`config.mk`:
```
export PLATFORM = sky130hd
export DESIGN_NAME = scroll_key_conditioner
export DESIGN_NICKNAME = d
export VERILOG_FILES = /design/src/rtl/scroll_key_conditioner.sv
export SDC_FILE = /design/constraint.sdc
export NUM_CORES = 1
export LEC_CHECK = 0
export CAP_MARGIN = 5
export CORE_MARGIN = 10
export CORE_UTILIZATION = 55
export DETAILED_ROUTE_END_ITERATION = 10
export PLACE_DENSITY = 0.72
export SKIP_CTS_REPAIR_TIMING = 1
export SKIP_LAST_GASP = 1
export SLEW_MARGIN = 20
export SYNTH_ARGS = -nofsm -noshare
export SYNTH_HDL_FRONTEND = slang
export SYNTH_SLANG_ARGS = --single-unit
export TNS_END_PERCENT = 1
```
`constraint.sdc`:
```
create_clock -name clk -period 2.6 [get_ports clk]
set_input_delay 0.26 -clock clk [delete_from_list [all_inputs] [get_ports clk]]
set_output_delay 0.26 -clock clk [all_outputs]
set_load 0.01 [all_outputs]
```
`src/rtl/scroll_key_conditioner.sv`:
```
// Purpose: synchronize, debounce and auto-repeat two raw pushbuttons into one-cycle step pulses.
// Latency: press pulse is registered DEBOUNCE_CYCLES+3 edges after the raw key first reads pressed.
// Backpressure: none; pulses are fire-and-forget and both channels may pulse in the same cycle.

module scroll_key_channel #(
  parameter int DEBOUNCE_CYCLES = 250000,
  parameter int HOLD_CYCLES     = 25000000,
  parameter int REPEAT_CYCLES   = 5000000,
  parameter int REPEAT_EN       = 1,
  parameter int ACTIVE_LOW      = 1
) (
  input  logic clk,
  input  logic rst_n,
  input  logic i_key,
  output logic o_pulse
);

  typedef enum logic [2:0] {
    S_IDLE,
    S_PRESS_WAIT,
    S_HELD,
    S_REPEAT,
    S_RELEASE_WAIT
  } state_t;

  localparam int MAX_DH = (DEBOUNCE_CYCLES > HOLD_CYCLES) ? DEBOUNCE_CYCLES : HOLD_CYCLES;
  localparam int MAX_C  = (MAX_DH > REPEAT_CYCLES) ? MAX_DH : REPEAT_CYCLES;
  localparam int CW     = $clog2(MAX_C + 1);

  localparam logic [CW-1:0] L_DEB  = CW'(DEBOUNCE_CYCLES);
  localparam logic [CW-1:0] L_HOLD = CW'(HOLD_CYCLES);
  localparam logic [CW-1:0] L_REP  = CW'(REPEAT_CYCLES);
  localparam logic [CW-1:0] L_ONE  = CW'(1);
  localparam logic [CW-1:0] L_ZERO = '0;
  localparam logic          L_REPEAT_ON   = (REPEAT_EN != 0);
  // Raw level the pin shows while the button is not pressed.
  localparam logic          L_RELEASED_LVL = (ACTIVE_LOW != 0);

  logic          r_sync1;
  logic          r_sync2;
  state_t        r_state;
  logic [CW-1:0] r_cnt;
  logic          r_pulse;

  state_t        w_state_nxt;
  logic [CW-1:0] w_cnt_nxt;
  logic [CW-1:0] w_cnt_inc;
  logic          w_pulse_nxt;
  logic          w_pressed;

  // Two-flop synchronizer on the raw level; reset parks it at the released level.
  always_ff @(posedge clk or negedge rst_n) begin
    if (!rst_n) begin
      r_sync1 <= L_RELEASED_LVL;
      r_sync2 <= L_RELEASED_LVL;
    end else begin
      r_sync1 <= i_key;
      r_sync2 <= r_sync1;
    end
  end

  // Polarity normalized after synchronization: 1 means pressed.
  assign w_pressed = r_sync2 ^ L_RELEASED_LVL;
  assign w_cnt_inc = r_cnt + L_ONE;

  // State, counter and registered pulse.
  always_ff @(posedge clk or negedge rst_n) begin
    if (!rst_n) begin
      r_state <= S_IDLE;
      r_cnt   <= L_ZERO;
      r_pulse <= 1'b0;
    end else begin
      r_state <= w_state_nxt;
      r_cnt   <= w_cnt_nxt;
      r_pulse <= w_pulse_nxt;
    end
  end

  // Debounce / hold / repeat decisions; a release always wins over a pending pulse.
  always_comb begin
    w_state_nxt = r_state;
    w_cnt_nxt   = r_cnt;
    w_pulse_nxt = 1'b0;
    case (r_state)
      S_IDLE: begin
        if (w_pressed) begin
          w_state_nxt = S_PRESS_WAIT;
          w_cnt_nxt   = L_ONE;
        end
      end
      S_PRESS_WAIT: begin
        if (!w_pressed) begin
          w_state_nxt = S_IDLE;
          w_cnt_nxt   = L_ZERO;
        end else if (r_cnt == L_DEB) begin
          w_state_nxt = S_HELD;
          w_cnt_nxt   = L_ONE;
          w_pulse_nxt = 1'b1;
        end else begin
          w_cnt_nxt = w_cnt_inc;
        end
      end
      S_HELD: begin
        if (!w_pressed) begin
          w_state_nxt = S_RELEASE_WAIT;
          w_cnt_nxt   = L_ONE;
        end else if (L_REPEAT_ON && (r_cnt == L_HOLD)) begin
          w_state_nxt = S_REPEAT;
          w_cnt_nxt   = L_ONE;
          w_pulse_nxt = 1'b1;
        end else if (r_cnt != L_HOLD) begin
          // Without repeat the count parks at HOLD_CYCLES instead of wrapping.
          w_cnt_nxt = w_cnt_inc;
        end
      end
      S_REPEAT: begin
        if (!w_pressed) begin
          w_state_nxt = S_RELEASE_WAIT;
          w_cnt_nxt   = L_ONE;
        end else if (r_cnt == L_REP) begin
          w_cnt_nxt   = L_ONE;
          w_pulse_nxt = 1'b1;
        end else begin
          w_cnt_nxt = w_cnt_inc;
        end
      end
      S_RELEASE_WAIT: begin
        if (w_pressed) begin
          // Bounce on release returns to HELD silently; it never produces a step.
          w_state_nxt = S_HELD;
          w_cnt_nxt   = L_ONE;
        end else if (r_cnt == L_DEB) begin
          w_state_nxt = S_IDLE;
          w_cnt_nxt   = L_ZERO;
        end else begin
          w_cnt_nxt = w_cnt_inc;
        end
      end
      default: begin
        w_state_nxt = S_IDLE;
        w_cnt_nxt   = L_ZERO;
      end
    endcase
  end

  assign o_pulse = r_pulse;

endmodule

module scroll_key_conditioner #(
  parameter int DEBOUNCE_CYCLES = 250000,
  parameter int HOLD_CYCLES     = 25000000,
  parameter int REPEAT_CYCLES   = 5000000,
  parameter int REPEAT_EN       = 1,
  parameter int ACTIVE_LOW      = 1
) (
  input  logic clk,
  input  logic reset,
  input  logic keyLeft,
  input  logic keyRight,
  output logic pulseLeft,
  output logic pulseRight
);

  // Left and right channels are identical and independent; no arbitration between them.
  scroll_key_channel #(
    .DEBOUNCE_CYCLES (DEBOUNCE_CYCLES),
    .HOLD_CYCLES     (HOLD_CYCLES),
    .REPEAT_CYCLES   (REPEAT_CYCLES),
    .REPEAT_EN       (REPEAT_EN),
    .ACTIVE_LOW      (ACTIVE_LOW)
  ) u_left (
    .clk     (clk),
    .rst_n   (reset),
    .i_key   (keyLeft),
    .o_pulse (pulseLeft)
  );

  scroll_key_channel #(
    .DEBOUNCE_CYCLES (DEBOUNCE_CYCLES),
    .HOLD_CYCLES     (HOLD_CYCLES),
    .REPEAT_CYCLES   (REPEAT_CYCLES),
    .REPEAT_EN       (REPEAT_EN),
    .ACTIVE_LOW      (ACTIVE_LOW)
  ) u_right (
    .clk     (clk),
    .rst_n   (reset),
    .i_key   (keyRight),
    .o_pulse (pulseRight)
  );

endmodule
```
==> reports/results.txt, run 1 <==
The number of antenna violations at the first check in global routing came out at 0. The routed wire length per instance works out to 16.38 µm. The tools report the nature of the critical path startpoint as a flop.

Net count reported at finish: 457. The wire-length estimate of the detail-placed layout is 6.249 mm. The clock arrives with 0.01147 ns of skew. For the static leakage, the log shows 1.648 nW. The tools report the final number of setup-violating endpoints as 0. The async set-reset flop share out of synthesis came out at 1.000. The cell depth of the worst min-delay path came out at 1. Cell type of the slowest stage on the worst timing path: or4_1.

In the routed design, unresolved DRC markers number 0. The worst register-to-register path begins at u_left.r_cnt[13]. The flow ran to the end, and the final reports show no timing, DRC or antenna violations. The tools report the sequential element share of the synthesized area as 0.4081. For the gate count of the mapped netlist, the log shows 435. The synthesized area divided by synthesized cell count was 8.767 µm².

After floorplanning, the core was sized to cover 0.006756 mm². The critical path goes through or4_1 -> o41a_1 -> o211ai_2 -> nand3_2 -> buf_4 -> a21oi_1 -> o21ai_0. Yosys mapped a number of flops with a built-in enable equal to 0. VDD sags by at most 0.3982 mV.

The met3 capacity usage during global routing was 0.04120; the global placer's final weighted congestion was 0.9095. The post-layout utilization of the core is 0.6267, and the total power divided by cell area is 498.8 mW/mm². The number of hold-slack violations in the final timing report was 0; the post-route antenna net violation count was 0.

On the worst path, the slowest cell contributes a delay of 0.55 ns. STA puts the critical path data required time at 2.81 ns. The tools report the DRC marker count from the first detailed-route iteration as 206. STA classifies the critical path endpoint as a flop.

In this run the vertical extent of the chip is 103.3 µm. The post-synthesis instance area is 0.003814 mm², and the area of all placed cells without fillers is 0.004234 mm². Setup repair after global routing left no endpoint under its margin.

Number of slew-limit violations in the final report: 0. The number of global-route vias before repair is 3082. The fraction of synthesized cell area taken by the top area cell type is 0.3806.

For the maximum number of pins on one net before global-route repair, the log shows 26. Clock-pin slew was measured on the worst setup and hold paths at 0.07 ns. The met1 capacity usage during global routing was 0.2587; the via-per-instance ratio was 6.176. The number of clock buffers added by TritonCTS is 9. The worst min-delay path startpoint is keyLeft. The run gives 3 as the H-tree depth reported by CTS. The placed instances occupy a cell area of 0.004009 mm². The clock sink count was 62; the site row count was 30. 0 antenna diodes ended up in the layout.

The worst slew margin relative to its limit is 0.4532, and the total nets after synthesis is 443. The layout cell share with drive strength beyond 1 is 0.1366, and the vias after detailed routing is 3298. The first global-routing pass estimated 14.90 mm of wire. The tools report the capture endpoint of the worst hold path as u_left.r_sync1. The setup slack on the worst flop-to-flop path was 0.20 ns. Pin placement for this block handled 6 I/O pins. The worst hold margin was 0.3211 ns; the total power was 2.112 mW. The die covers 0.01066 mm². The ratio of final minimum period to clock period is 0.9224, and the combined buffer and inverter count along the critical path is 1. After global routing the overflow that remains totals 0. The run gives 0 as the total number of yosys warnings. The routed wire length was 8.749 mm. The minimum period implied by the final worst setup slack was 2.398 ns. The synthesized netlist contains 62 unique library cells.

No sink is reached through more buffers than the 2 on the longest clock path. The run gives 0.5644 as the initial standard-cell utilization of the core. The number of iterations in the first detailed-routing pass came out at 5. Post-synthesis cell type with the largest combined area: dfrtp_1.

In the final timing run, aggregate negative setup slack is 0 ns. The area growth from synthesis to final layout is 11.02%. Once layout is complete, the cells apart from fillers number 534.

Reg-to-reg critical path endpoint: u_left.r_cnt[15]. The tools report the global-route met2 utilization as 0.2462. The data arrival time at the worst-slack endpoint is 2.61 ns. The number of violations of the max-capacitance limit is 0. The worst reg2reg path depth came out at 7.

Clock latency on the worst-skew pair: 0.34 ns. The post-placement cell count is 517, and the actual transition at the worst max-transition pin is 0.8114 ns. After synthesis, the cell types taking the most area are dfrtp_1, nor2_1, nand2_1.

In this run the worst hold path is classified as in -> reg. The largest driver fanout on the critical path works out to 21. The critical path is of the reg -> reg type.

The floorplan step set the die width to 103.3 µm. In the post-route analysis, the smallest setup slack over all paths is 0.2018 ns. Among all flip-flop cells after synthesis, the most frequent one is dfrtp_1.

Busiest layer in global routing: met1. The synthesized flop and latch total was 62. On the critical path the largest part of the delay comes from compound AO/OA/AOI/OAI gates.

The combined global-route utilization of all metal layers is 0.1756, and the worst setup timing slack at the placement stage is 0.2481 ns. TritonCTS built the clock tree. For the highest clock frequency the design can meet, the log shows 0.4170 GHz. In this run the tool buffered the top-level ports with 5 buffer cells.

Clock tree synthesis selected as its root buffer the cell clkbuf_8.
==> placed cells by master, fill, tap and decap left out, drive strengths merged, types with 5 or more instances in the layout <==
cell	count
nor4bb	5
inv	15
xor2	11
clkbuf	12
nor4	8
nand3b	5
nor2	48
xnor2	9
nor3	15
buf	18
o211ai	5
dfrtp	58
o21ai	21
a31oi	12
or2	5
o31ai	5
nor4b	7
a21oi	22
or4	8
or3	7
nand3	23
nor2b	7
nand4	18
and3	10
nand2	40
==> layout make-up <==
class | instances | area (µm²)
fill | 559 | 2522
clock inverter | 4 | 70.07
clock buffer | 12 | 145.1
sequential | 62 | 1556
multi-input combinational | 338 | 2111
inverter | 15 | 56.30
tap | 80 | 100.1
timing repair buffer | 23 | 195.2
==> how the worst max path moves through the flow <==
| stage | from | endpoint | slack (ns) | cells after the start |
|---|---|---|---|---|
| floorplan | u_left.r_cnt[13] | u_left.r_cnt[10] | 0.41 | 7 |
| global placement | u_left.r_cnt[13] | u_left.r_cnt[20] | 0.29 | 7 |
| detailed placement | u_right.r_cnt[1] | u_right.r_cnt[1] | 0.25 | 8 |
| CTS | u_left.r_cnt[13] | u_left.r_cnt[15] | 0.22 | 7 |
| global route | u_left.r_cnt[7] | u_left.r_cnt[17] | 0.02 | 7 |
| finish | u_left.r_cnt[13] | u_left.r_cnt[15] | 0.20 | 7 |
==> synthesized netlist by cell type, types with 11 or more instances <==
master / number
nand3_1: 22
o21ai_0: 20
xor2_1: 11
nand2_1: 40
nor3_1: 11
clkbuf_1: 11
a21oi_1: 22
nor2_1: 48
dfrtp_1: 58
inv_1: 15
a31oi_1: 12
nand4_1: 18
==> sequential cells by signal (all words and copies together) (netlist names) <==
register and count:
u_left.o_pulse 1, u_left.r_cnt 25, u_left.r_state 3, u_left.r_sync1 1
u_left.r_sync2 1, u_right.o_pulse 1, u_right.r_cnt 25, u_right.r_state 3
u_right.r_sync1 1, u_right.r_sync2 1
==> worst reg2reg max path, delay by kind of cell (launching register included) <==
family          cells  cell delay (ns)
simple gates        2             0.72
flops               1             0.45
compound gates      4             0.85
buf+inv             1             0.25
==> cell families (layout without fill, tap and decap cells) <==
family                   Yosys count  count (layout)  share of synthesized area
AND/OR/NAND/NOR                  226             226                     0.3396
flip-flops                        62              62                     0.4081
AO/OA/AOI/OAI                     85              85                     0.1447
adder cells (fa/ha/maj)            4               4                    0.01312
XOR/XNOR                          20              20                    0.04593
buffers and inverters             35              54                    0.04002
multiplexers                       3               3                   0.008530
==> report_power, final <==
group / switching, mW / internal [mW] / leakage [nW] / total, mW
clock: 0.373 / 0.564 / 0.110 / 0.937
sequential: 0.0296 / 0.985 / 0.842 / 1.01
combinational: 0.0977 / 0.0632 / 0.695 / 0.161
==> layer usage <==
metal,wire length (µm),share of wire,vias up
li1,-,-,1630
met5,0,0,-
met4,88,0.010,0
met2,3772,0.43,75
met3,470,0.054,11
met1,4418,0.50,1582
Note: power is estimated with default switching activity, not from simulation.
==> run 2: changes to the inputs <==
- CELL_PAD_IN_SITES_DETAIL_PLACEMENT: unset -> 0
- CELL_PAD_IN_SITES_GLOBAL_PLACEMENT: unset -> 1
- CORE_UTILIZATION: 55 -> 49
- CTS_CLUSTER_DIAMETER: unset -> 200
- DONT_BUFFER_PORTS: unset -> 1
- PLACE_DENSITY: 0.72 -> 0.8
==> reports/results.txt, run 2 (same netlist as run 1, synthesis figures left out) <==
The flow ran to the end, and the final reports show no timing, DRC or antenna violations. Detailed routing inserted a total of 3286 vias. Buffers placed on the I/O ports in this run total 0. The kind of capture point of the worst setup path is a flop.

The DRC marker count from the first detailed-route iteration is 272, and the routed wire length per instance is 16.80 µm. Clock-pin slew was measured on the worst setup and hold paths at 0.07 ns. STA classifies the critical path startpoint as a flop.

Setup violations remaining at the end of the flow were counted as 0. The vertical extent of the die came out at 108.2 µm. The logs give 0.1627 for the combined global-route utilization of all metal layers and 0.004247 mm² for the area of all placed cells without fillers. The number of inserted diodes was 0; the post-route antenna net violation count was 0. The number of global-route vias before repair is 3009.

The layout cell share with drive strength beyond 1 came out at 0.1375. Number of remaining DRC errors: 0. Site row count: 32. Data arrives at the worst endpoint at 2.65 ns. For this run, the post-layout net count is 454.

The tools report the share of power burned in registers as 0.504. Minimum period implied by the final worst setup slack: 2.427 ns. Net switching fraction of the power: 0.2507. Entering global routing, the biggest net connects 63 pins.

The worst slew margin relative to its limit is 0.5628. In this run the power spent charging and discharging nets is 0.5057 mW. Before antenna repair, the detailed router went through 5 iterations.

At the end of routability-driven placement, the weighted congestion stood at 0.8346. The category of the critical setup timing path is reg -> reg. The actual transition at the worst max-transition pin was 0.6522 ns; the internal power was 1.512 mW.

Clock skew on the completed layout was measured at 0.01116 ns. For this run, the top clock speed supported by timing is 0.4121 GHz. The top cell types in the final layout, fill and taps aside, are dfrtp_1, nor2_1, nand2_1. The static leakage was 1.628 nW. The worst-case vdd ir drop is 0.2169 mV, and the post-placement cell area is 0.003971 mm². Area growth from synthesis to final layout: 11.35%. Kind of path behind the tightest hold check: reg -> reg. The H-tree was split into 3 levels. For the die footprint, the log shows 0.01171 mm².

The library cell used most frequently in the layout, excluding fill and tap cells, is dfrtp_1. The worst setup timing slack at the placement stage was 0.1054 ns; the initial standard-cell utilization of the core was 0.4987. For this design the top-level I/O count stands at 6. After legalization and detailed placement, the total HPWL measured 6.305 mm. The logs give 0.416 for the clock power share and 0 for the remaining global-route overflow. The number of slew-limit violations in the final report was 0; the number of antenna violations at the first check in global routing was 0. In the routed layout, each cell is associated on average with a via count of 5.942. For the final-layout fill cell count, the log shows 682.

The largest driver fanout on the critical path was 17. TritonCTS built the clock tree. Number of clock buffers inserted by TritonCTS: 9. The tools report the worst path setup slack after routing as 0.1731 ns. For the worst setup path, the data required time is 2.82 ns. The number of hold-slack violations in the final timing report was 0.

In this run the horizontal extent of the chip is 108.2 µm. The largest registers in the layout are u_left.r_cnt x25, u_right.r_cnt x25. Clock latency on the worst-skew pair, taken at its later pin, is 0.34 ns. Total power divided by cell area: 475.1 mW/mm².

The tools report the combinational share of power as 0.079. The number of violations of the max-capacitance limit was 0. The routed design has 9.289 mm of wire.

Clock tree synthesis selected as its root buffer the cell clkbuf_8. The logs give 0.007647 mm² for the placeable core region and 15.48 mm for the global-route wire length before repair. Setup repair after global routing could not meet its margin everywhere. Counting every sink on the clock net gives 62. The ratio of final minimum period to clock period works out to 0.9334. The largest buffer count on any clock path came out at 2.
-- run 2: area by class of cell --
type | instances | area [µm²] | area share
multi-input combinational | 338 | 2136 | 0.5029
sequential | 62 | 1556 | 0.3665
timing repair buffer | 20 | 177.7 | 0.04184
clock buffer | 12 | 145.1 | 0.03418
tap | 102 | 127.6 | 0.03005
inverter | 15 | 56.30 | 0.01326
clock inverter | 4 | 47.55 | 0.01120
-- run 2: critical path: stages (launching register included) --
cell	delay (ns)
dfrtp_1	0.43
inv_1	0.12
ha_1	0.14
nor2b_1	0.20
nand2_1	0.19
nor4_2	0.48
nor3_2	0.21
nor3_4	0.20
buf_4	0.25
nor2_1	0.09
-- run 2: routing by layer --
metal | wire (µm) | global-route usage
met1 | 4723 | 0.2469
met2 | 4007 | 0.2194
met3 | 515 | 0.04819
met4 | 44 | 0.03531
met5 | 0 | 0
-- run 2: path summary, 6_finish.rpt --
kind,from,cells past startpoint,slack (ns),to
worst max-delay path,u_right.r_cnt[0],9,0.17,u_right.r_cnt[15]
worst min register to register,u_right.r_sync1,0,0.36,u_right.r_sync2
min in group asynchronous,reset,2,0.51,u_left.r_cnt[5]
max in group asynchronous,reset,2,1.80,u_left.r_sync1
worst max register to register,u_right.r_cnt[0],9,0.17,u_right.r_cnt[15]
worst min-delay path,u_right.r_sync1,0,0.36,u_right.r_sync2
-- run 2: power groups by stage --
| stage | clock network [mW] | registers (mW) | logic [mW] |
|---|---|---|---|
| finish | 0.840 | 1.02 | 0.160 |
| global route | 0.908 | 1.02 | 0.182 |
| CTS | 0.875 | 1.02 | 0.132 |
| detailed placement | 0 | 1.03 | 0.131 |
| global placement | 0 | 1.03 | 0.128 |
| floorplan | 0 | 1.02 | 0.111 |
-- run 2: through the flow --
step | utilization | setup TNS (ns) | power (mW) | hold slack (ns) | std cells
floorplan | - | 0 | 1.129 | -0.03559 | 435
global placement | 0.5193 | 0 | 1.160 | -0.03361 | 533
detailed placement | 0.5193 | 0 | 1.165 | -0.03329 | 533
CTS | 0.5445 | 0 | 2.024 | -0.4099 | 549
global route | 0.5553 | -0.07788 | 2.111 | 0.3599 | 553
finish | 0.5553 | 0 | 2.018 | 0.3604 | 553
==> run 3: changes to the inputs <==
- CORE_UTILIZATION: 49 -> 53
- PLACE_DENSITY: 0.8 -> 0.86
- clock period: 2.6 -> 2.9 ns (I/O delays scaled with it)
==> reports/results.txt, run 3 (same netlist as run 1, synthesis figures left out) <==
The vertical extent of the die was 104.8 µm. The clock transition at the register clock pins on the worst setup and hold paths after CTS works out to 0.08 ns. In the layout the commonest cells are dfrtp_1, nor2_1, nand2_1. The longest clock path from root to sink contains 2 buffers.

The cell sitting at the root of the clock tree is a clkbuf_8. The half-perimeter wire length after placement is 6.177 mm. For flop-to-flop paths, the worst setup slack is 0.44 ns. Measured along the x axis, the die boundary spans 104.8 µm. The clock period could shrink to 2.463 ns.

Across the VDD grid, the largest voltage drop is 0.2867 mV. During placement, the flow inserted port buffers numbering 0. TritonCTS built the clock tree. The dominant delay contributor by cell family on the critical path is compound AO/OA/AOI/OAI gates. The number of antenna violations at the first check in global routing was 0.

The run gives 0.1678 as the combined global-route utilization of all metal layers. The tools report the startpoint of the worst-slack reg-to-reg timing path as u_left.r_cnt[20]. Kind of capture point of the worst setup path: a flop.

Summed over all cells, the static leakage comes to 1.618 nW. The flow ran to the end, and the final reports show no timing, DRC or antenna violations. For this design the ratio of total power to cell area is 452.2 mW/mm².

The maximum number of pins on one net before global-route repair came out at 63. Counting the buffers created by CTS gives 9. The run gives 30 as the site row count.

For the initial standard-cell utilization of the core, the log shows 0.5522. The cell type of the slowest stage on the worst timing path is or4_1. The layout cell share with drive strength beyond 1 is 0.1320, and the clock latency on the worst-skew pair is 0.34 ns. The combined buffer and inverter count along the critical path came out at 1.

The kind of path behind the tightest hold check was reg -> reg. In this run the worst setup path terminates at u_left.r_cnt[20]. The run gives 0 as the number of slew-limit violations in the final report.

The tools report the number of remaining DRC errors as 0. For the pin with the worst max-slew slack, the measured transition is 0.6330 ns. Global placer's final weighted congestion: 0.8416.

Summed over all failing endpoints, the final setup total negative slack is 0 ns. Setup repair after global routing left no endpoint under its margin. The reg-to-reg critical path endpoint is u_left.r_cnt[20]. The area of all placed cells without fillers was 0.004214 mm²; the number of global-route vias before repair was 3236. The run gives 15.67 mm as the global-route wire length before repair. For the worst setup path, the data arrival time is 2.68 ns. The run gives 0.4060 GHz as the highest clock frequency the design can meet.

Via-per-instance ratio: 6.180. For the worst slew margin relative to its limit, the log shows 0.5748. The critical path crosses 7 cells after its start point.

The critical path required time was 3.11 ns; the post-layout utilization of the core was 0.6101. The largest registers in the layout are u_left.r_cnt x25, u_right.r_cnt x25. The tools report the count of boundary I/O pins as 6.

After the first detailed-routing iteration, the DRC count stood at 185. The routed wire length per instance came out at 16.75 µm. In this design, the stage delay of the slowest critical-path cell is 0.54 ns. Before antenna repair, the detailed router went through 5 iterations. The net count reported at finish is 450. The vias after detailed routing is 3356, and the clock skew is 0.008117 ns. The H-tree depth reported by CTS is 3, and the area growth from synthesis to final layout is 10.50%. Worst hold margin: 0.3586 ns. The origin of the worst setup path was u_left.r_cnt[20]. The logs give 0 for the final number of setup-violating endpoints and 0 for the number of inserted diodes. The clock net in this run drives a total of 62 sinks. The post-placement cell area was 0.003934 mm²; the post-route antenna net violation count was 0. The number of violations of the max-capacitance limit was 0; the worst reg2reg path depth was 7. The number of hold-slack violations in the final timing report is 0.

The die covers 0.01099 mm². The total overflow left after global routing is 0. Placeable core region: 0.006907 mm². In this run the worst path has a maximum fanout of 10. The routed wire length is 9.095 mm.

The critical path is of the reg -> reg type. The worst setup path is launched from a flop. The critical path goes through or4_1 -> o41a_1 -> o211ai_2 -> nand3_2 -> buf_4 -> a41oi_1 -> a31oi_1. Counting the fill cells in the layout gives 632. The library cell used most frequently in the layout, excluding fill and tap cells, is dfrtp_1.

The ratio of final minimum period to clock period was 0.8492.
[run 3: final cells by class]
| cell class | count | area [µm²] | area share |
|---|---|---|---|
| multi-input cells | 338 | 2111 | 0.5009 |
| flip-flops and latches | 62 | 1556 | 0.3694 |
| repair buffers | 16 | 147.6 | 0.03504 |
| clock buffers | 9 | 123.9 | 0.02939 |
| well taps | 96 | 120.1 | 0.02850 |
| clock inverters | 7 | 98.84 | 0.02346 |
| inverters | 15 | 56.30 | 0.01336 |
[run 3: power by group]
part | leakage (nW) | switching, mW | internal (mW) | total [mW]
clock | 0.109 | 0.368 | 0.486 | 0.854
combinational | 0.667 | 0.0880 | 0.0544 | 0.142
sequential | 0.842 | 0.0271 | 0.882 | 0.909
total | 1.62 | 0.483 | 1.42 | 1.91
[run 3: metrics by stage]
| step | std cells | total power [mW] | setup slack [ns] |
|---|---|---|---|
| 3_3_place_gp | 523 | 1.039 | 0.4874 |
| 4_1_cts | 539 | 1.896 | 0.4388 |
| 3_5_place_dp | 523 | 1.042 | 0.4656 |
| 2_1_floorplan | 435 | 1.012 | 0.7060 |
| 6_report | 543 | 1.905 | 0.4372 |
| 5_1_grt | 543 | 1.983 | 0.1619 |
[run 3: how the worst min path moves through the flow]
stage / start / endpoint / slack, ns / cells after the start
CTS: reset / u_left.r_state[1] / -0.38 / 0
finish: u_right.r_sync1 / u_right.r_sync2 / 0.36 / 0
detailed placement: reset / u_left.r_state[1] / -0.003 / 0
global route: u_right.r_sync1 / u_right.r_sync2 / 0.37 / 0
global placement: reset / u_left.r_state[1] / -0.004 / 0
floorplan: reset / u_left.o_pulse / -0.006 / 0
[run 3: layer usage]
metal | track usage | share of wire | vias to the layer above
met2 | 0.2384 | 0.44 | 84
met5 | 0 | 0 | -
li1 | - | - | 1617
met4 | 0.05294 | 0.011 | 0
met1 | 0.2516 | 0.51 | 1641
met3 | 0.02641 | 0.041 | 14
